==> config.mk <==
export PLATFORM = sky130hd
export DESIGN_NAME = uart_frame_loader
export DESIGN_NICKNAME = d
export VERILOG_FILES = /design/src/rtl/uart_frame_loader.sv
export SDC_FILE = /design/constraint.sdc
export NUM_CORES = 1
export LEC_CHECK = 0
export CORE_UTILIZATION = 55
export DETAILED_ROUTE_END_ITERATION = 8
export GPL_TIMING_DRIVEN = 0
export PLACE_DENSITY_LB_ADDON = 0.3
export SYNTH_ARGS = -nofsm -noshare
export SYNTH_HDL_FRONTEND = slang
export SYNTH_SLANG_ARGS = --single-unit
==> constraint.sdc <==
create_clock -name clk -period 4.1 [get_ports clk]
set_input_delay 0.615 -clock clk [delete_from_list [all_inputs] [get_ports clk]]
set_output_delay 0.615 -clock clk [all_outputs]
set_load 0.02 [all_outputs]
==> src/rtl/uart_frame_loader.sv <==
// Command-tagged frame parser between uart_rx and the cipher/stream core (KEY, DATA, END frames).
// Optional inter-byte timeout abort is enabled by defining LOADER_TIMEOUT_EN.
module uart_frame_loader #(
  parameter int KEY_BYTES   = 8,
  parameter int LEN_BYTES   = 2,
  parameter int TIMEOUT_CYC = 200000
) (
  input  logic                   clk,
  input  logic                   rst_n,
  input  logic [7:0]             rx_data,
  input  logic                   rx_valid,
  input  logic                   rx_parity_err,
  input  logic                   data_full,
  output logic [8*KEY_BYTES-1:0] key_out,
  output logic                   mode_out,
  output logic                   key_en,
  output logic [7:0]             data_out,
  output logic                   data_en,
  output logic                   frame_end,
  output logic                   stream_end,
  output logic [7:0]             err_cnt,
  output logic [15:0]            drop_cnt,
  output logic [2:0]             state_out
);

  localparam int KW = 8*KEY_BYTES;
  localparam int LW = 8*LEN_BYTES;

  typedef enum logic [2:0] {
    IDLE = 3'd0,
    KEY  = 3'd1,
    MODE = 3'd2,
    LEN  = 3'd3,
    DATA = 3'd4
  } state_t;

  state_t        state;
  logic [KW-1:0] shadow;
  logic [LW-1:0] n_rem;
  logic [LW-1:0] n_shift;
  logic [5:0]    cnt;

`ifdef LOADER_TIMEOUT_EN
  logic [31:0]   tmo_cnt;
`endif

  function automatic logic [7:0] sat_inc8(input logic [7:0] v);
    return (v == 8'hFF) ? v : v + 8'd1;
  endfunction

  function automatic logic [15:0] sat_inc16(input logic [15:0] v);
    return (v == 16'hFFFF) ? v : v + 16'd1;
  endfunction

  assign n_shift   = LW'({n_rem, rx_data});
  assign state_out = state;

  always_ff @(posedge clk or negedge rst_n) begin
    if (!rst_n) begin
      state      <= IDLE;
      shadow     <= '0;
      n_rem      <= '0;
      cnt        <= '0;
      key_out    <= '0;
      mode_out   <= 1'b0;
      key_en     <= 1'b0;
      data_out   <= '0;
      data_en    <= 1'b0;
      frame_end  <= 1'b0;
      stream_end <= 1'b0;
      err_cnt    <= '0;
      drop_cnt   <= '0;
`ifdef LOADER_TIMEOUT_EN
      tmo_cnt    <= '0;
`endif
    end else begin
      key_en    <= 1'b0;
      data_en   <= 1'b0;
      frame_end <= 1'b0;
`ifdef LOADER_TIMEOUT_EN
      if (state == IDLE || rx_valid || rx_parity_err) tmo_cnt <= '0;
      else                                            tmo_cnt <= tmo_cnt + 32'd1;
`endif
      // A parity error always wins over a byte arriving in the same cycle.
      if (rx_parity_err) begin
        err_cnt <= sat_inc8(err_cnt);
        state   <= IDLE;
      end else if (rx_valid) begin
        case (state)
          IDLE: begin
            case (rx_data)
              8'h4B: begin state <= KEY; cnt <= '0; end
              8'h44: begin state <= LEN; cnt <= '0; n_rem <= '0; end
              8'h45: stream_end <= 1'b1;
              default: err_cnt <= sat_inc8(err_cnt);
            endcase
          end
          KEY: begin
            shadow <= KW'({shadow, rx_data});
            if (cnt == 6'(KEY_BYTES-1)) state <= MODE;
            else                        cnt   <= cnt + 6'd1;
          end
          MODE: begin
            key_out  <= shadow;
            mode_out <= rx_data[0];
            key_en   <= 1'b1;
            state    <= IDLE;
          end
          LEN: begin
            n_rem <= n_shift;
            if (cnt == 6'(LEN_BYTES-1)) begin
              if (n_shift == '0) begin
                frame_end <= 1'b1;
                state     <= IDLE;
              end else begin
                state <= DATA;
              end
            end else begin
              cnt <= cnt + 6'd1;
            end
          end
          DATA: begin
            n_rem <= n_rem - LW'(1);
            if (data_full) begin
              drop_cnt <= sat_inc16(drop_cnt);
            end else begin
              data_out <= rx_data;
              data_en  <= 1'b1;
            end
            if (n_rem == LW'(1)) begin
              frame_end <= 1'b1;
              state     <= IDLE;
            end
          end
          default: state <= IDLE;
        endcase
      end
`ifdef LOADER_TIMEOUT_EN
      else if (state != IDLE && tmo_cnt == 32'(TIMEOUT_CYC-1)) begin
        err_cnt <= sat_inc8(err_cnt);
        state   <= IDLE;
      end
`endif
    end
  end

endmodule

==> key figures, run 1 <==
Run
  • # Max-Cap Violations: 0

Place
  • Port Buf Inserts: 115
  • GPL Wtd Cong: roughly 0.92
  • Post-Place Cell Area: roughly 9500 µm²
  • Detailed Place HPWL: around 12 mm

Yosys
  • Unique cell type count in the Yosys netlist: between 60 and 70
  • Post-Syn Nets: about 630
  • Post-synth top area share: 58.6%
  • Largest cells by area after synthesis: dfrtp_1 59%, mux2_2 19%, o21ai_0 1.7%
  • Synth cell count leaders: 190 x dfrtp_1, 135 x mux2_2, 28 x o21ai_0, 27 x nor2_1, 19 x nand2_1
  • Number of synthesized flops with an enable pin: 0
  • Avg Cell Area, Syn: 13.4 µm²
  • Synth Warn #: 0
  • Synth Instances: between 600 and 700
  • Count leader, synth: dfrtp_1
  • Mapped Area: roughly 8100 µm²
  • Post-synth ARST share: 100%
  • Seq cells post-synth: 190
  • Register area share after synthesis: between 50% and 60%
  • Cell taking the most area after synthesis: dfrtp_1
  • Top_reg_cell synth: dfrtp_1

Hold path
  • Hold Path Class: input pin to async pin

Global route
  • Overflow after GRT: 0
  • Pin count of the biggest net entering global routing: 130
  • Vias in the first global route: 5480
  • Global-route wire length before repair: between 20 and 30 mm
  • GRT Util Overall: 24.9%
  • Initial antenna violation count: 0

CTS
  • Post-CTS sizing: 0
  • Total CTS buffers: 17
  • Clock Path Buffers: 2
  • Worst-Skew Late Latency: 0.43 ns
  • Hold buffers post-CTS: 0
  • Max H-tree Level: 4
  • CTS tree: built
  • Clock transition at path regs: approximately 0.07 ns
  • Post-CTS setup buffers: 0
  • Clock sink count: 190
  • Clock root buffer: clkbuf_16

Timing
  • Period minus WS final: 2.55 ns
  • Worst-Margin Slew: 0.686 ns
  • Fmax: approximately 390 MHz
  • Final Skew: just over 0.01 ns
  • Final cycle utilization of the critical path: between 60% and 70%
  • RSZ-0062 raised after global routing: no
  • Finish-stage setup viols: 0
  • Rel. slew slack: between 50% and 60%
  • Slew Viols, Final: 0
  • Endpoints failing hold: 0

Detailed routing
  • WL/cell: around 19 µm
  • Antenna Nets Post-Route: 0
  • First DRT Iteration DRCs: between 300 and 400
  • Total wire length: ~18 mm
  • Drt first pass iters: 5
  • Via count: 5438
  • Remaining routing DRC violations: 0
  • Avg Vias per Cell: 5.79

Setup path
  • CP max FO: 10
  • Startpoint type of the worst setup path: input pin
  • CP Capture Type: flip-flop
  • Critical R2R Capture: shadow[63]$_DFFE_PN0P_
  • R2R Setup Slk: approximately 1.9 ns
  • Kind of critical path: input pin to flip-flop
  • Reg2reg path depth: 5
  • Worst endpoint required time: about 4.4 ns
  • RR Startpoint: state_out[0]$_DFFE_PN0P_
  • Crit path arrival time: between 2 and 3 ns

Floorplanning
  • Effective utilization at floorplan: between 50 and 60%
  • Site row count: between 40 and 50
  • Die ar.: 15200 µm²
  • Io pins: approximately 120
  • Die width: roughly 120 µm
  • Die H: between 100 and 150 µm
  • Core Box Area: 14500 µm²

Layout
  • Final nets: ~760
  • Share of layout cells above drive strength 1: between 20% and 30%
  • # diodes: 0
  • Synthesis-to-layout area growth: 24.4%
  • Filler cells: between 1000 and 1500
  • Post-route cell area: 10100 µm²

Pwr
  • VDD IR max: between 200 and 300 µV
  • Leak pwr: roughly 4.7 nW
  • Power per cell area: between 300 and 400 nW/µm²
  • Int Power: around 2.9 mW
  • Switching Fraction: around 24%
  • Comb pwr share: 7.4%
  • NetSw: around 0.94 mW
  • Seq pwr share: about half
  • Pwr Total: about 3.9 mW
  • Clock power share: 41.5%

Run status
  • Status: completed
[critical path: stages]
cell,delay [ns]
clkdlybuf4s50_1,0.58
or4b_1,0.20
buf_2,0.20
nor2_4,0.06
o31ai_2,0.56
clkbuf_1,0.43
o21ai_0,0.17
[routing by layer]
layer,GRT usage [%],up-vias,share of wire [%]
li1,-,2503,-
met1,33.9,2778,45
met2,39.9,140,49
met3,4.80,17,4.7
met4,8.66,0,1.2
met5,0,-,0
[state kept, by name, summed over array words and instances (netlist names)]
name,flops
n_rem,16
data_out,8
drop_cnt,16
state_out,3
mode_out,1
shadow,64
err_cnt,8
frame_end,1
data_en,1
cnt,6
key_out,64
key_en,1
stream_end,1
[worst max path at each step]
stage                        from                       to  slack (ns)  cells past startpoint
floorplan           rx_parity_err   key_out[0]$_DFFE_PN0P_        1.99                      6
global placement            rst_n  key_out[20]$_DFFE_PN0P_       -5.07                      1
detailed placement     rx_data[0]     n_rem[9]$_DFFE_PN0P_        1.12                      6
CTS                    rx_data[0]     n_rem[9]$_DFFE_PN0P_        1.59                      6
global route           rx_data[0]    n_rem[12]$_DFFE_PN0P_        1.40                      6
finish                 rx_data[7]     n_rem[9]$_DFFE_PN0P_        1.55                      7
[layout make-up]
type	instances	area (µm²)	share of cell area, %
Clock inverter	13	126	1.25
Tap cell	184	230	2.28
Inverter	8	30.0	0.297
Buffer	28	146	1.45
Sequential cell	190	4750	47.1
Multi-Input combinational cell	381	3180	31.5
Timing Repair Buffer	116	1180	11.7
Clock buffer	19	443	4.39
[layout by cell type, fill, tap and decap left out, types with 6 or more instances in the layout]
cell             Yosys  routed
clkbuf_16            0      17
nor2_1              27      27
nand4_1             14      14
xnor2_1              9       9
nand2_1             19      19
buf_2               15      15
a21oi_1             18      18
clkbuf_1             8       9
o21ai_0             28      28
mux2_1               6       6
ha_1                 6       6
xor2_1               7       7
mux2_2             135     135
dfrtp_1            190     190
nand3_1             10      10
clkdlybuf4s50_1      0     114
nor3_1              10      10
inv_1                8       8
[cell families after synthesis]
logic type,after synthesis,share of synthesized area (%)
multiplexers,142,19.7
flip-flops,190,58.6
XOR/XNOR,16,1.73
buffers and inverters,36,2.17
AND/OR/NAND/NOR,127,9.62
AO/OA/AOI/OAI,90,7.25
adder cells (fa/ha/maj),6,0.925
[stage by stage]
stage | setup WS, ns | TNS, ns | util, % | cells | hold slack [ns]
global placement | -5.07 | -959.83 | 65.6 | 906 | 0.451
detailed placement | 1.12 | 0 | 65.8 | 907 | 0.470
finish | 1.55 | 0 | 69.7 | 939 | 0.112
floorplan | 1.99 | 0 | - | 607 | 0.319
global route | 1.40 | 0 | 69.7 | 939 | 0.156
CTS | 1.59 | 0 | 69.7 | 939 | 0.126
[power by group through the flow]
stage | combinational [mW] | sequential (mW) | clock, mW
6_report | 0.286 | 1.97 | 1.60
5_1_grt | 0.311 | 1.98 | 1.70
4_1_cts | 0.291 | 1.97 | 1.63
3_5_place_dp | 0.290 | 2.01 | 0
3_3_place_gp | 0.279 | 2.00 | 0
2_1_floorplan | 0.0927 | 2.04 | 0
(Power assumes the default switching activity.)
==> run 2, diff against run 1 <==
- CORE_UTILIZATION: 55 -> 49
- clock period: 4.1 -> 2.3 ns (I/O delays scaled with it)
==> run 2 against run 1 <==
Wire length is 2.6% higher. Critical endpoint is now n_rem[4]$_DFFE_PN0P_. Clock power is 83% higher. Sequential power is 78% higher. Combinational power is 79% higher. Hold slack better by 0.015 ns. Critical path type is now flip-flop to flip-flop.
==> key figures, run 2 (synthesis results as in run 1) <==
Layout
  • Area of the multi-input gates: 3180 µm² (unchanged)
  • Most frequent cells in the layout: 190 x dfrtp_1, 135 x mux2_2, 110 x clkdlybuf4s50_1, 27 x nor2_1, 27 x o21ai_0
  • Share of layout cells above drive strength 1: 27.8% (+0.55 points)
  • Synthesis-to-layout area growth: 25.9%
  • # diodes: 0 (unchanged)
  • FF+latch area: 4750 µm² (unchanged)
  • Final nets: 764 (+0.39%)
  • Top Registers: key_out x64, shadow x64
  • Fin cells: 974 (+3.7%)
  • Most common cell after layout, fill and taps aside: dfrtp_1
  • Filler cells: 1248 (+21%)
  • Post-route cell area: 10200 µm² (+1.2%)

Detailed routing
  • Antenna Nets Post-Route: 0 (unchanged)
  • First DRT Iteration DRCs: 293 (-17%)
  • Via count: 5474 (+0.66%)
  • Remaining routing DRC violations: 0 (unchanged)
  • Total wire length: 18.1 mm (+2.6%)
  • Drt first pass iters: 5 (unchanged)
  • WL/cell: 18.5 µm (-1.0%)
  • Avg Vias per Cell: 5.62 (-3.0%)

CTS
  • Clock sink count: 190 (unchanged)
  • Worst-Skew Late Latency: 0.43 ns (about the same)
  • CTS tree: built
  • Max H-tree Level: 4 (unchanged)
  • Clock transition at path regs: 0.07 ns (about the same)
  • Clock root buffer: clkbuf_16
  • Total CTS buffers: 17 (unchanged)
  • Clock Path Buffers: 2 (unchanged)

Floorplanning
  • Core Box Area: 16000 µm² (+11%)
  • Io pins: 117 (unchanged)
  • Site row count: 46 (+4.5%)
  • Die H: 131 µm (+5.8%)
  • Effective utilization at floorplan: 50.7% (-5.3 points)
  • Die ar.: 17100 µm² (+12%)
  • Die width: 131 µm (+5.8%)

Setup path
  • CP Depth: 6 (-1)
  • CP delay by family, top: buffers and inverters
  • Slowest stage cell on the critical path: clkbuf_1
  • Crit path arrival time: 2.47 ns (-0.37 ns)
  • Cell Chain, Critical Path: or3b_4, clkbuf_1, clkbuf_1, a21oi_1, o21ai_0, o21ai_0
  • Largest stage delay on the critical path: 0.48 ns (-0.10 ns)
  • Worst Path Buf+Inv: 2 (-1)
  • Kind of critical path: flip-flop to flip-flop
  • Startpoint type of the worst setup path: flip-flop
  • Reg2reg path depth: 6 (+1)
  • Worst endpoint required time: 2.59 ns (-1.79 ns)
  • CP Capture Type: flip-flop
  • CP max FO: 10 (unchanged)

Place
  • Detailed Place HPWL: 12.3 mm (+0.28%)
  • GPL Wtd Cong: 0.840 (-9.0%)
  • DP Worst Slack: -0.477 ns (-1.60 ns)
  • Port Buf Inserts: 115 (unchanged)
  • Post-Place Cell Area: 9570 µm² (+0.42%)
  • Dpl cells: 939 (+3.5%)

Timing
  • Period minus WS final: 2.18 ns
  • Finish-stage setup viols: 0 (unchanged)
  • Fmax: approximately 460 MHz
  • Slew Viols, Final: 0 (unchanged)
  • Endpoints failing hold: 0 (unchanged)
  • Rel. slew slack: 59.0% (+5.1 points)
  • Worst-Margin Slew: 0.611 ns (-0.0753 ns)
  • Final cycle utilization of the critical path: 94.7%
  • Fin worst setup slack: 0.122 ns (-1.42 ns)
  • Final Skew: 0.00834 ns (-0.00193 ns)

Global route
  • Global-route wire length before repair: 28.9 mm (+0.87%)
  • Vias in the first global route: 5406 (-1.4%)
  • Overflow after GRT: 0 (unchanged)
  • GRT Util Overall: 22.3% (-2.6 points)
  • Initial antenna violation count: 0 (unchanged)
  • Pin count of the biggest net entering global routing: 119 (-8.5%)

Pwr
  • Power per cell area: 681 nW/µm² (+78%)
  • Leak pwr: 4.75 nW (+1.4%)
  • VDD IR max: 496 µV (+91%)

Hold path
  • Hold Path Class: input pin to flip-flop
  • Hold path depth: 2

Run
  • # Max-Cap Violations: 0 (unchanged)

Run status
  • Status: completed
==> run 2: cell count changes in the layout (fill, tap and decap cells not counted), sizes merged <==
cell | previous run | this run
clkinv | 6 | 4
dlygate4sd3 | 0 | 1
dlymetal6s2s | 0 | 4
clkinvlp | 0 | 2
clkdlybuf4s50 | 114 | 110
buf | 22 | 24
==> run 2: what timing repair did <==
action | in CTS | in global routing
pin swaps | 0 | 2
gates resized for setup | 1 | 7
hold buffers | 1 | 0
setup endpoints to repair | 1 | 62
gates cloned | 0 | 0
buffers inserted | 0 | 2
hold endpoints to repair | 72 | 0
==> run 2: cell type report <==
cell class,count,share of cell area [%]
well taps,216,2.65
repair buffers,119,12.1
clock buffers,19,4.43
flip-flops and latches,190,46.5
clock inverters,13,1.42
multi-input cells,381,31.1
inverters,8,0.294
plain buffers,28,1.46
==> run 2: path summary, 6_finish.rpt <==
check,start,end,slack [ns]
hold / removal,rx_parity_err,state_out[0]$_DFFE_PN0P_,0.13
max in group asynchronous,rst_n,key_en$_DFF_PN0_,0.90
min in group asynchronous,rst_n,err_cnt[1]$_DFFE_PN0P_,0.45
hold reg to reg,stream_end$_DFFE_PN0P_,stream_end$_DFFE_PN0P_,0.50
setup reg to reg,state_out[2]$_DFFE_PN0P_,n_rem[4]$_DFFE_PN0P_,0.12
setup / recovery,state_out[2]$_DFFE_PN0P_,n_rem[4]$_DFFE_PN0P_,0.12
==> run 2: routing by layer <==
metal / vias up / global-route usage, % / wire (µm)
met3: 18 / 5.46 / 797
li1: 2504 / - / -
met4: 0 / 6.15 / 216
met1: 2810 / 30.0 / 8180
met5: - / 0 / 0
met2: 142 / 36.1 / 8860
==> run 2: report_power, final <==
part / internal (mW) / total (mW) / switching, mW
logic: 0.234 / 0.511 / 0.277
clock network: 1.59 / 2.93 / 1.33
registers: 3.42 / 3.51 / 0.0940
==> run 2: per-stage QoR <==
stage               hold slack [ns]  total power, mW  utilization, %  setup TNS [ns]
floorplan                    0.0494             3.80               -               0
global placement              0.474             4.07            59.6        -1285.17
detailed placement            0.348             4.09            59.8          -28.04
CTS                           0.111             7.02            63.6               0
global route                  0.123             7.22            63.8         -0.0129
finish                        0.127             6.95            63.8               0
==> run 3, diff against run 2 <==
- GPL_ROUTABILITY_DRIVEN: unset -> 0
- SLEW_MARGIN: unset -> 40
==> run 3 against run 2 <==
Utilization up 0.30 points. Fmax grew 0.77%. Combinational power rose by 1%. Non-clock buffer count grew 1. Design area is 0.47% higher.
==> key figures, run 3 (synthesis results as in run 1) <==
Layout
  • Most frequent cells in the layout: 190 x dfrtp_1, 135 x mux2_2, 113 x clkdlybuf4s50_1, 28 x o21ai_0, 27 x nor2_1
  • Post-route cell area: 10300 µm² (+0.47%)
  • Top Registers: key_out x64, shadow x64
  • Filler cells: 1215 (-2.6%)
  • # diodes: 0 (unchanged)
  • Share of layout cells above drive strength 1: 27.7% (-0.17 points)
  • Area of the multi-input gates: 3200 µm² (+0.55%)
  • Final nets: 765 (+0.13%)
  • Synthesis-to-layout area growth: 26.5%
  • Most common cell after layout, fill and taps aside: dfrtp_1
  • Fin cells: 975 (+0.10%)
  • Final core occ: 64.1% (+0.30 points)
  • FF+latch area: 4750 µm² (unchanged)

CTS
  • CTS tree: built
  • Total CTS buffers: 17 (unchanged)
  • Clock Path Buffers: 2 (unchanged)
  • Clock transition at path regs: 0.07 ns (about the same)
  • Clock sink count: 190 (unchanged)
  • Max H-tree Level: 4 (unchanged)
  • Clock root buffer: clkbuf_16
  • Worst-Skew Late Latency: 0.42 ns (about the same)

Setup path
  • Crit path arrival time: 2.45 ns (-0.02 ns)
  • CP max FO: 10 (unchanged)
  • Kind of critical path: input pin to flip-flop
  • Startpoint type of the worst setup path: input pin
  • Worst endpoint required time: 2.59 ns (about the same)
  • CP Capture Type: flip-flop

Floorplanning
  • Effective utilization at floorplan: 50.7% (unchanged)
  • Die width: 131 µm (unchanged)
  • Die H: 131 µm (unchanged)
  • Site row count: 46 (unchanged)
  • Die ar.: 17100 µm² (unchanged)
  • Io pins: 117 (unchanged)
  • Core Box Area: 16000 µm² (unchanged)

Timing
  • Final Skew: 0.00670 ns (-0.00164 ns)
  • Rel. slew slack: 60.4% (+1.4 points)
  • Period minus WS final: 2.16 ns (-0.0166 ns)
  • RSZ-0062 raised after global routing: yes
  • Fin worst setup slack: 0.138 ns (+0.0166 ns)
  • Endpoints failing hold: 0 (unchanged)
  • Slew Viols, Final: 0 (unchanged)
  • Fin Setup TNS: 0 ns (unchanged)
  • Finish-stage setup viols: 0 (unchanged)
  • Worst-Margin Slew: 0.594 ns (-0.0168 ns)
  • Fmax: 463 MHz (+0.77%)
  • Hold Slack: 0.125 ns (-0.00151 ns)
  • Final cycle utilization of the critical path: 94.0% (-0.72 points)

Pwr
  • VDD IR max: 493 µV (-0.70%)
  • NetSw: 1.68 mW (-1.7%)
  • Pwr Total: 7.03 mW (+1.1%)
  • Switching Fraction: 23.8% (-0.69 points)
  • Clock power share: 42.7% (+0.6 points)
  • Seq pwr share: 50.0% (-0.5 points)
  • Power per cell area: 685 nW/µm² (+0.65%)
  • Int Power: 5.35 mW (+2.0%)
  • Comb pwr share: 7.4% (about the same)
  • Leak pwr: 4.75 nW (-0.15%)

Global route
  • Global-route wire length before repair: 28.3 mm (-2.2%)
  • Overflow after GRT: 0 (unchanged)
  • GRT Util Overall: 21.6% (-0.68 points)
  • Pin count of the biggest net entering global routing: 74 (-38%)
  • Vias in the first global route: 5488 (+1.5%)
  • Initial antenna violation count: 0 (unchanged)

Place
  • Dpl cells: 940 (+0.11%)
  • Post-Place Cell Area: 9590 µm² (+0.29%)
  • Detailed Place HPWL: 12.3 mm (-0.56%)
  • Port Buf Inserts: 115 (unchanged)
  • DP Worst Slack: -0.353 ns (+0.124 ns)

Hold path
  • Hold Path Class: input pin to flip-flop

Detailed routing
  • Via count: 5496 (+0.40%)
  • Remaining routing DRC violations: 0 (unchanged)
  • Avg Vias per Cell: 5.64 (+0.30%)
  • WL/cell: 17.7 µm (-4.4%)
  • Antenna Nets Post-Route: 0 (unchanged)
  • Drt first pass iters: 5 (unchanged)
  • Total wire length: 17.3 mm (-4.3%)
  • First DRT Iteration DRCs: 382 (+30%)

Run status
  • Status: completed

Run
  • # Max-Cap Violations: 0 (unchanged)
[run 3: power groups by stage]
stage / clock, mW / sequential (mW) / combinational (mW)
detailed placement: 0 / 3.58 / 0.523
global placement: 0 / 3.57 / 0.497
finish: 3.00 / 3.51 / 0.517
CTS: 3.06 / 3.51 / 0.526
floorplan: 0 / 3.64 / 0.165
global route: 3.20 / 3.53 / 0.567
[run 3: path summary, 6_finish.rpt]
check | from | endpoint | cells past startpoint | slack (ns)
min in group asynchronous | rst_n | data_out[0]$_DFFE_PN0P_ | 2 | 0.45
worst max register to register | state_out[0]$_DFFE_PN0P_ | shadow[63]$_DFFE_PN0P_ | 6 | 0.18
worst min register to register | stream_end$_DFFE_PN0P_ | stream_end$_DFFE_PN0P_ | 2 | 0.48
worst min-delay path | rx_parity_err | state_out[1]$_DFFE_PN0P_ | 2 | 0.13
worst max-delay path | rx_data[4] | n_rem[8]$_DFFE_PN0P_ | 8 | 0.14
max in group asynchronous | rst_n | key_out[29]$_DFFE_PN0P_ | 3 | 1.15
[run 3: layout make-up]
cell class	instances	share of cell area [%]
well taps	216	2.63
multi-input cells	381	31.2
flip-flops and latches	190	46.3
plain buffers	28	1.46
clock buffers	20	4.45
inverters	8	0.293
clock inverters	12	1.46
repair buffers	120	12.2
[run 3: layer usage]
metal / vias to the layer above / share of wire [%] / global-route usage (%)
met4: 0 / 1.9 / 7.98
met1: 2779 / 44 / 28.6
met2: 175 / 49 / 35.0
met3: 31 / 5.5 / 4.80
met5: - / 0 / 0
li1: 2511 / - / -
[run 3: repair_timing]
action,4_1_cts,5_1_grt
resized for setup,0,6
setup endpoints to repair,0,55
buffers inserted,0,2
hold buffers,1,0
hold endpoints to repair,57,0
[run 3: worst max-delay path, cell delays in order]
cell             delay, ns
clkdlybuf4s50_1       0.52
or4b_1                0.60
buf_2                 0.20
nor2_4                0.16
o31ai_4               0.11
buf_2                 0.21
o21ai_0               0.20
o21ai_0               0.11
